[src/rtl/idu_pkg.sv]
// idu_pkg: shared constants for the decode-stage register scoreboard.
//   BYP_SEL_* : bypass select encoding (0 = RF read port, k = post-issue stage k)
//   DEF_*     : default pipeline depth and ready ages
package idu_pkg;

  localparam int BYP_SEL_RF  = 0;
  localparam int BYP_SEL_IEX = 1;
  localparam int BYP_SEL_LSU = 2;
  localparam int BYP_SEL_WB  = 3;

  localparam int DEF_PIPE_DEPTH     = BYP_SEL_WB;
  localparam int DEF_ALU_READY_AGE  = BYP_SEL_IEX;
  localparam int DEF_LOAD_READY_AGE = BYP_SEL_WB;

  // Margin between a load result and an ALU result; used only to keep the
  // encoding self-consistent (LSU sits between IEX and WB).
  localparam int LSU_MINUS_IEX = BYP_SEL_LSU - BYP_SEL_IEX;

endpackage

[src/rtl/idu_scoreboard_lookup.sv]
// idu_scoreboard_lookup: resolves one source operand against the scoreboard.
//   src_vld/src_idx : source operand in use / register index
//   busy/age/is_load: registered scoreboard state, one entry per register
//   hazard          : operand not yet bypassable, slot must stall
//   sel             : bypass select (RF when idle or when hazard is raised)
module idu_scoreboard_lookup
  import idu_pkg::*;
#(
  parameter int RF_DEPTH_BIT   = 5,
  parameter int NREG           = 2**RF_DEPTH_BIT,
  parameter int SEL_W          = 2,
  parameter int ALU_READY_AGE  = DEF_ALU_READY_AGE,
  parameter int LOAD_READY_AGE = DEF_LOAD_READY_AGE
) (
  input  logic                             src_vld,
  input  logic [RF_DEPTH_BIT-1:0]          src_idx,
  input  logic [NREG-1:0]                  busy,
  input  logic [NREG-1:0][SEL_W-1:0]       age,
  input  logic [NREG-1:0]                  is_load,
  output logic                             hazard,
  output logic [SEL_W-1:0]                 sel
);

  localparam logic [SEL_W-1:0] ALU_RA = SEL_W'(ALU_READY_AGE);
  localparam logic [SEL_W-1:0] LD_RA  = SEL_W'(LOAD_READY_AGE);

  always_comb begin
    hazard = 1'b0;
    sel    = SEL_W'(BYP_SEL_RF);
    if (src_vld && (src_idx != '0) && busy[src_idx]) begin
      if (age[src_idx] >= (is_load[src_idx] ? LD_RA : ALU_RA))
        sel = age[src_idx];
      else
        hazard = 1'b1;
    end
  end

endmodule

[src/rtl/idu_scoreboard.sv]
// idu_scoreboard: tracks pending destination registers with a pipeline age and
// produces per-slot bypass selects and in-order stall decisions.
//   clk, rst                       : clock, synchronous active-high reset
//   iss_vld/rd_vld/is_load/rd      : per-slot decode info (slot 0 oldest)
//   iss_rs1*/iss_rs2*              : per-slot source operands
//   flush_vld, pipe_hold           : redirect / backpressure (no acceptance)
//   iss_stall, iss_accept          : per-slot issue decision
//   rs1_byp_sel, rs2_byp_sel       : per-slot bypass selects
//   busy_vec, sb_empty             : pending-register view
module idu_scoreboard
  import idu_pkg::*;
#(
  parameter int ISSUE_NUM      = 2,
  parameter int RF_DEPTH_BIT   = 5,
  parameter int PIPE_DEPTH     = DEF_PIPE_DEPTH,
  parameter int ALU_READY_AGE  = DEF_ALU_READY_AGE,
  parameter int LOAD_READY_AGE = DEF_LOAD_READY_AGE,
  parameter int SEL_W          = $clog2(PIPE_DEPTH+1)
) (
  input  logic                              clk,
  input  logic                              rst,
  input  logic [ISSUE_NUM-1:0]              iss_vld,
  input  logic [ISSUE_NUM-1:0]              iss_rd_vld,
  input  logic [ISSUE_NUM-1:0]              iss_is_load,
  input  logic [ISSUE_NUM*RF_DEPTH_BIT-1:0] iss_rd,
  input  logic [ISSUE_NUM-1:0]              iss_rs1_vld,
  input  logic [ISSUE_NUM-1:0]              iss_rs2_vld,
  input  logic [ISSUE_NUM*RF_DEPTH_BIT-1:0] iss_rs1,
  input  logic [ISSUE_NUM*RF_DEPTH_BIT-1:0] iss_rs2,
  input  logic                              flush_vld,
  input  logic                              pipe_hold,
  output logic [ISSUE_NUM-1:0]              iss_stall,
  output logic [ISSUE_NUM-1:0]              iss_accept,
  output logic [ISSUE_NUM*SEL_W-1:0]        rs1_byp_sel,
  output logic [ISSUE_NUM*SEL_W-1:0]        rs2_byp_sel,
  output logic [2**RF_DEPTH_BIT-1:0]        busy_vec,
  output logic                              sb_empty
);

  localparam int NREG = 2**RF_DEPTH_BIT;
  localparam logic [SEL_W-1:0] LAST_AGE = SEL_W'(PIPE_DEPTH);

  logic [ISSUE_NUM-1:0][RF_DEPTH_BIT-1:0] rd_a, rs1_a, rs2_a;
  logic [ISSUE_NUM-1:0][SEL_W-1:0]        rs1_sel, rs2_sel;
  logic [ISSUE_NUM-1:0]                   rs1_haz, rs2_haz, haz;

  logic [NREG-1:0]             busy_q, busy_d;
  logic [NREG-1:0][SEL_W-1:0]  age_q, age_d;
  logic [NREG-1:0]             load_q, load_d;

  assign rd_a  = iss_rd;
  assign rs1_a = iss_rs1;
  assign rs2_a = iss_rs2;

  assign rs1_byp_sel = rs1_sel;
  assign rs2_byp_sel = rs2_sel;
  assign busy_vec    = busy_q;
  assign sb_empty    = ~|busy_q;

  // Register-state lookups, one per source operand per slot.
  for (genvar g = 0; g < ISSUE_NUM; g++) begin : g_slot
    idu_scoreboard_lookup #(
      .RF_DEPTH_BIT(RF_DEPTH_BIT), .NREG(NREG), .SEL_W(SEL_W),
      .ALU_READY_AGE(ALU_READY_AGE), .LOAD_READY_AGE(LOAD_READY_AGE)
    ) u_rs1 (
      .src_vld(iss_rs1_vld[g]), .src_idx(rs1_a[g]),
      .busy(busy_q), .age(age_q), .is_load(load_q),
      .hazard(rs1_haz[g]), .sel(rs1_sel[g])
    );
    idu_scoreboard_lookup #(
      .RF_DEPTH_BIT(RF_DEPTH_BIT), .NREG(NREG), .SEL_W(SEL_W),
      .ALU_READY_AGE(ALU_READY_AGE), .LOAD_READY_AGE(LOAD_READY_AGE)
    ) u_rs2 (
      .src_vld(iss_rs2_vld[g]), .src_idx(rs2_a[g]),
      .busy(busy_q), .age(age_q), .is_load(load_q),
      .hazard(rs2_haz[g]), .sel(rs2_sel[g])
    );
  end

  // Hazards (scoreboard + intra-group RAW) and the in-order stall chain.
  // An older stall propagates through every younger slot, valid or not.
  always_comb begin
    logic raw;
    logic chain;
    haz   = '0;
    chain = 1'b0;
    for (int j = 0; j < ISSUE_NUM; j++) begin
      raw = 1'b0;
      for (int i = 0; i < j; i++) begin
        if (iss_vld[i] && iss_rd_vld[i] && (rd_a[i] != '0)) begin
          if (iss_rs1_vld[j] && (rs1_a[j] == rd_a[i])) raw = 1'b1;
          if (iss_rs2_vld[j] && (rs2_a[j] == rd_a[i])) raw = 1'b1;
        end
      end
      haz[j]       = iss_vld[j] & (rs1_haz[j] | rs2_haz[j] | raw);
      chain        = chain | haz[j];
      iss_stall[j] = chain;
    end
  end

  assign iss_accept = iss_vld & ~iss_stall
                    & {ISSUE_NUM{~(flush_vld | pipe_hold | rst)}};

  // Next state: age every pending entry (frozen under hold), retire at the
  // last stage, then allocate accepted writers. Walking slots oldest to
  // youngest lets the youngest writer of a register win, and allocation
  // overrides same-cycle aging/retirement.
  always_comb begin
    busy_d = busy_q;
    age_d  = age_q;
    load_d = load_q;
    if (!pipe_hold) begin
      for (int r = 1; r < NREG; r++) begin
        if (busy_q[r]) begin
          if (age_q[r] == LAST_AGE) begin
            busy_d[r] = 1'b0;
            age_d[r]  = '0;
            load_d[r] = 1'b0;
          end else begin
            age_d[r] = age_q[r] + 1'b1;
          end
        end
      end
    end
    for (int s = 0; s < ISSUE_NUM; s++) begin
      if (iss_accept[s] && iss_rd_vld[s] && (rd_a[s] != '0)) begin
        busy_d[rd_a[s]] = 1'b1;
        age_d[rd_a[s]]  = SEL_W'(1);
        load_d[rd_a[s]] = iss_is_load[s];
      end
    end
    busy_d[0] = 1'b0;
    age_d[0]  = '0;
    load_d[0] = 1'b0;
  end

  always_ff @(posedge clk) begin
    if (rst) begin
      busy_q <= '0;
      age_q  <= '0;
      load_q <= '0;
    end else begin
      busy_q <= busy_d;
      age_q  <= age_d;
      load_q <= load_d;
    end
  end

endmodule
[config.mk]
export PLATFORM = sky130hd
export DESIGN_NAME = idu_scoreboard
export DESIGN_NICKNAME = d
export VERILOG_FILES = /design/src/rtl/idu_pkg.sv /design/src/rtl/idu_scoreboard_lookup.sv /design/src/rtl/idu_scoreboard.sv
export SDC_FILE = /design/constraint.sdc
export NUM_CORES = 1
export LEC_CHECK = 0
export ABC_AREA = 1
export CORE_MARGIN = 5
export CORE_UTILIZATION = 35
export CTS_CLUSTER_DIAMETER = 80
export CTS_CLUSTER_SIZE = 16
export DETAILED_ROUTE_END_ITERATION = 10
export DONT_BUFFER_PORTS = 1
export GPL_TIMING_DRIVEN = 0
export PLACE_DENSITY_LB_ADDON = 0.12
export SYNTH_ARGS = -nofsm -noshare
export SYNTH_HDL_FRONTEND = slang
export SYNTH_SLANG_ARGS = --single-unit
[constraint.sdc]
create_clock -name clk -period 4 [get_ports clk]
set_clock_uncertainty 0.1 [all_clocks]
set_input_delay 0.8 -clock clk [delete_from_list [all_inputs] [get_ports clk]]
set_output_delay 0.8 -clock clk [all_outputs]
set_load 0.01 [all_outputs]
==> impl_metrics.ini <==
[setup_path]
r2r_setup_slack_ns = 0.32
crit_buf_inv = 5
max_stage_delay_ns = 0.32
cp_slowest_cell = ha_1
r2r_end = busy_vec[10]
r2r_cells = 18
critical_path_class = input pin to output pin
cp.required_ns = 3.10
endpoint_kind = output pin
reg2reg_from = load_q[28]
crit_path_max_fanout = 10
arrival_ns = 3.19
cp_top_family = simple AND/OR/NAND/NOR gates
startpoint_type = input pin
cp_cell_sequence = clkinvlp_4 > buf_8 > nor2_4 > buf_8 > nand2_1 > a32o_1 > nand2_1 > o311ai_4 > ha_1 > nand3_2 > nand2_2 > nor2_2 > nor2_4 > buf_6 > nand2_2 > inv_2

[die]
start_util_pct = 35.32
fp-row-count = 72
die_y_um = 207.5
die_area_um2 = 43050
pin_count = 89
die_x_um = 207.5
core_region_area_um2 = 38650

[timing]
finalCriticalPeriod_ns = 4.094
whs_ns = 0.4197
final-setup-viol-count = 3
rsz0062_at_grt = yes
slew_violations = 0
max_slew_margin_pct = 21.67
fin_ws_ns = -0.09363
hold_violations = 0
finalCritPeriodShare_pct = 102.3
max_freq_ghz = 0.2443
tightest_slew_ns = 1.175

[placed_design]
gp_congestion = 1.062
io_buffers = 0
dp_cells = 3027
dp_hpwl_um = 67120

[hold_path]
min_path_cells = 2
hp-class = input pin to register
hold_start = iss_is_load[1]
holdPathEnd = load_q[9]

[final_layout]
area_growth_pct = 16.10
n_antenna_cell = 0
fin_nets = 2626
final_cells = 3077
post-route-util_pct = 41.01
layout-drive-gt1-share_pct = 10.51

[drt]
drt_pass1_iterations = 8
avgViaCountPerCell = 6.101
drc = 0
wl_um = 85240
vias = 18770
wl_per_cell_um = 27.70
drtAntennaViolNets = 0
drt-initial-drc-count = 2899

[global_route]
antenna_found_initial = 0
grt_usage_pct = 37.25
grt-ovfl-total = 0
grt_pass1_wl_um = 119100
grt_max_degree = 20
grt_pass1_vias = 16850

[status]
status = finished, violations left
violations = setup timing

[clock_tree]
cts.clk_slew.worst_paths_ns = 0.06
cts_buffers = 17
cts.sinks = 124
cts_buffer_depth = 2
cts_root_buf = clkbuf_16
insertion_delay_ns = 0.44
cts_tree = yes
h-tree-depth = 4
cts_hold_buf = 0

[synth]
synth_nets = 2588
synth_seq_cells = 124
ys_types = 47
synthCells = 2509
seq_area_frac_synth_pct = 18.19
yosys_warnings = 0
syn_area_per_cell_um2 = 5.441
netlist_area_um2 = 13650

[pwr]
power_density_nw_per_um2 = 248.2
p_leak_nw = 6.839
ir_worst_vdd_uv = 258.0
total_power_w = 0.003935

[run]
cap_violations = 0
state kept, by name, summed over array words and instances, names as in the netlist:
name,flops
load_q,31
age_q,62
busy_vec,31
logic make-up after synthesis:
group | after synthesis | share of synthesized area, %
compound gates | 568 | 23.03
xor+xnor | 3 | 0.1925
fa+ha+maj | 35 | 3.208
buf+inv | 462 | 13.63
flops | 124 | 18.19
other cells | 1 | 0.02747
simple gates | 1316 | 41.72
timing repair:
item	4_1_cts	5_1_grt
gates cloned	0	0
endpoints found under the setup margin	136	113
resized for setup	151	82
setup buffers	16	7
pin swaps	20	31
cells in the mapped netlist (all sizes together):
library cell / instances / share of area [%]
a211oi: 1 / 0.055
a21boi: 2 / 0.11
a21oi: 232 / 8.5
a221oi: 14 / 0.90
a22oi: 3 / 0.16
a31oi: 2 / 0.092
a32o: 3 / 0.22
a32oi: 1 / 0.064
and2: 1 / 0.046
and3: 4 / 0.18
buf: 83 / 3.2
clkbuf: 72 / 2.0
clkinv: 1 / 0.027
conb: 1 / 0.027
dfxtp: 124 / 18
ha: 35 / 3.2
inv: 306 / 8.4
nand2: 611 / 17
nand3: 225 / 8.3
nand3b: 1 / 0.055
nand4: 75 / 3.4
nor2: 305 / 8.5
nor3: 22 / 0.81
nor3b: 28 / 1.5
nor4: 6 / 0.28
o2111ai: 4 / 0.26
o211ai: 30 / 1.6
o21a: 1 / 0.055
o21ai: 230 / 8.4
o21bai: 31 / 1.7
o221ai: 6 / 0.38
o22ai: 3 / 0.14
o311ai: 1 / 0.064
o31ai: 2 / 0.11
o41ai: 2 / 0.13
or2: 38 / 1.7
xor2: 3 / 0.19
worst max-delay path by stage:
| stage | start | endpoint | slack [ns] | depth (start not counted) |
|---|---|---|---|---|
| finish | iss_rs2[0] | iss_accept[0] | -0.09 | 16 |
| global route | iss_rs2[0] | iss_accept[0] | -0.15 | 16 |
| CTS | iss_rs2[1] | iss_accept[0] | -0.1 | 17 |
| detailed placement | iss_rs1[5] | busy_vec[10] | -1.46 | 18 |
| global placement | iss_rs1[5] | busy_vec[10] | -1.51 | 18 |
| floorplan | iss_rs2[0] | iss_accept[0] | 0.03 | 18 |
cell type report:
cell class	instances	area (um^2)
Inverter	307	1192
Multi-Input combinational cell	1923	9702
Sequential cell	124	2482
Timing Repair Buffer	23	172.7
Buffer	151	1032
Tap cell	518	648.1
Clock buffer	17	425.4
Clock inverter	14	193.9
Fill cell	4382	22800
worst register-to-register path, delay by kind of cell (launching register included):
kind                     cells  cell delay (ns)
buffers and inverters        4             0.83
flip-flops                   1             0.60
adder cells (fa/ha/maj)      1             0.30
AND/OR/NAND/NOR              7             0.90
AO/OA/AOI/OAI                6             0.86
cells in the final DEF (no fill, tap or decap), types with 7 or more instances in the layout:
cell,n
buf_6,16
nor3b_1,28
clkbuf_16,19
ha_1,34
nand2_2,7
o211ai_1,30
clkinvlp_4,8
o21ai_1,12
clkbuf_2,10
buf_4,35
dfxtp_1,124
buf_2,38
o21ai_0,213
a21oi_1,227
buf_8,10
o21bai_1,31
inv_1,292
clkbuf_1,46
nand3_4,7
nand2_1,600
nand4_1,75
nor3_1,19
or2_2,38
nand3_1,213
nor2_1,294
a221oi_2,9
power breakdown:
group / switching (W) / internal [W]
Clock: 0.000656 / 0.00104
Combinational: 0.000706 / 0.000288
Sequential: 0.00000742 / 0.00124
metal layers:
metal	up-vias	global-route usage, %	routed length (um)
li1	8362	-	-
met1	8639	50.34	33660
met2	1475	54.17	34520
met3	296	9.702	11630
met4	0	20.00	5429
met5	-	0	0
through the flow:
step	setup TNS [ns]	setup WS, ns	cell area, um^2
5_1_grt	-0.4785	-0.1543	15850
6_report	-0.1559	-0.09363	15850
4_1_cts	-0.3376	-0.09980	15570
2_1_floorplan	0	0.02632	13680
3_3_place_gp	-171.33	-1.513	14320
3_5_place_dp	-166.82	-1.463	14320
Note: power is estimated with default switching activity, not from simulation.
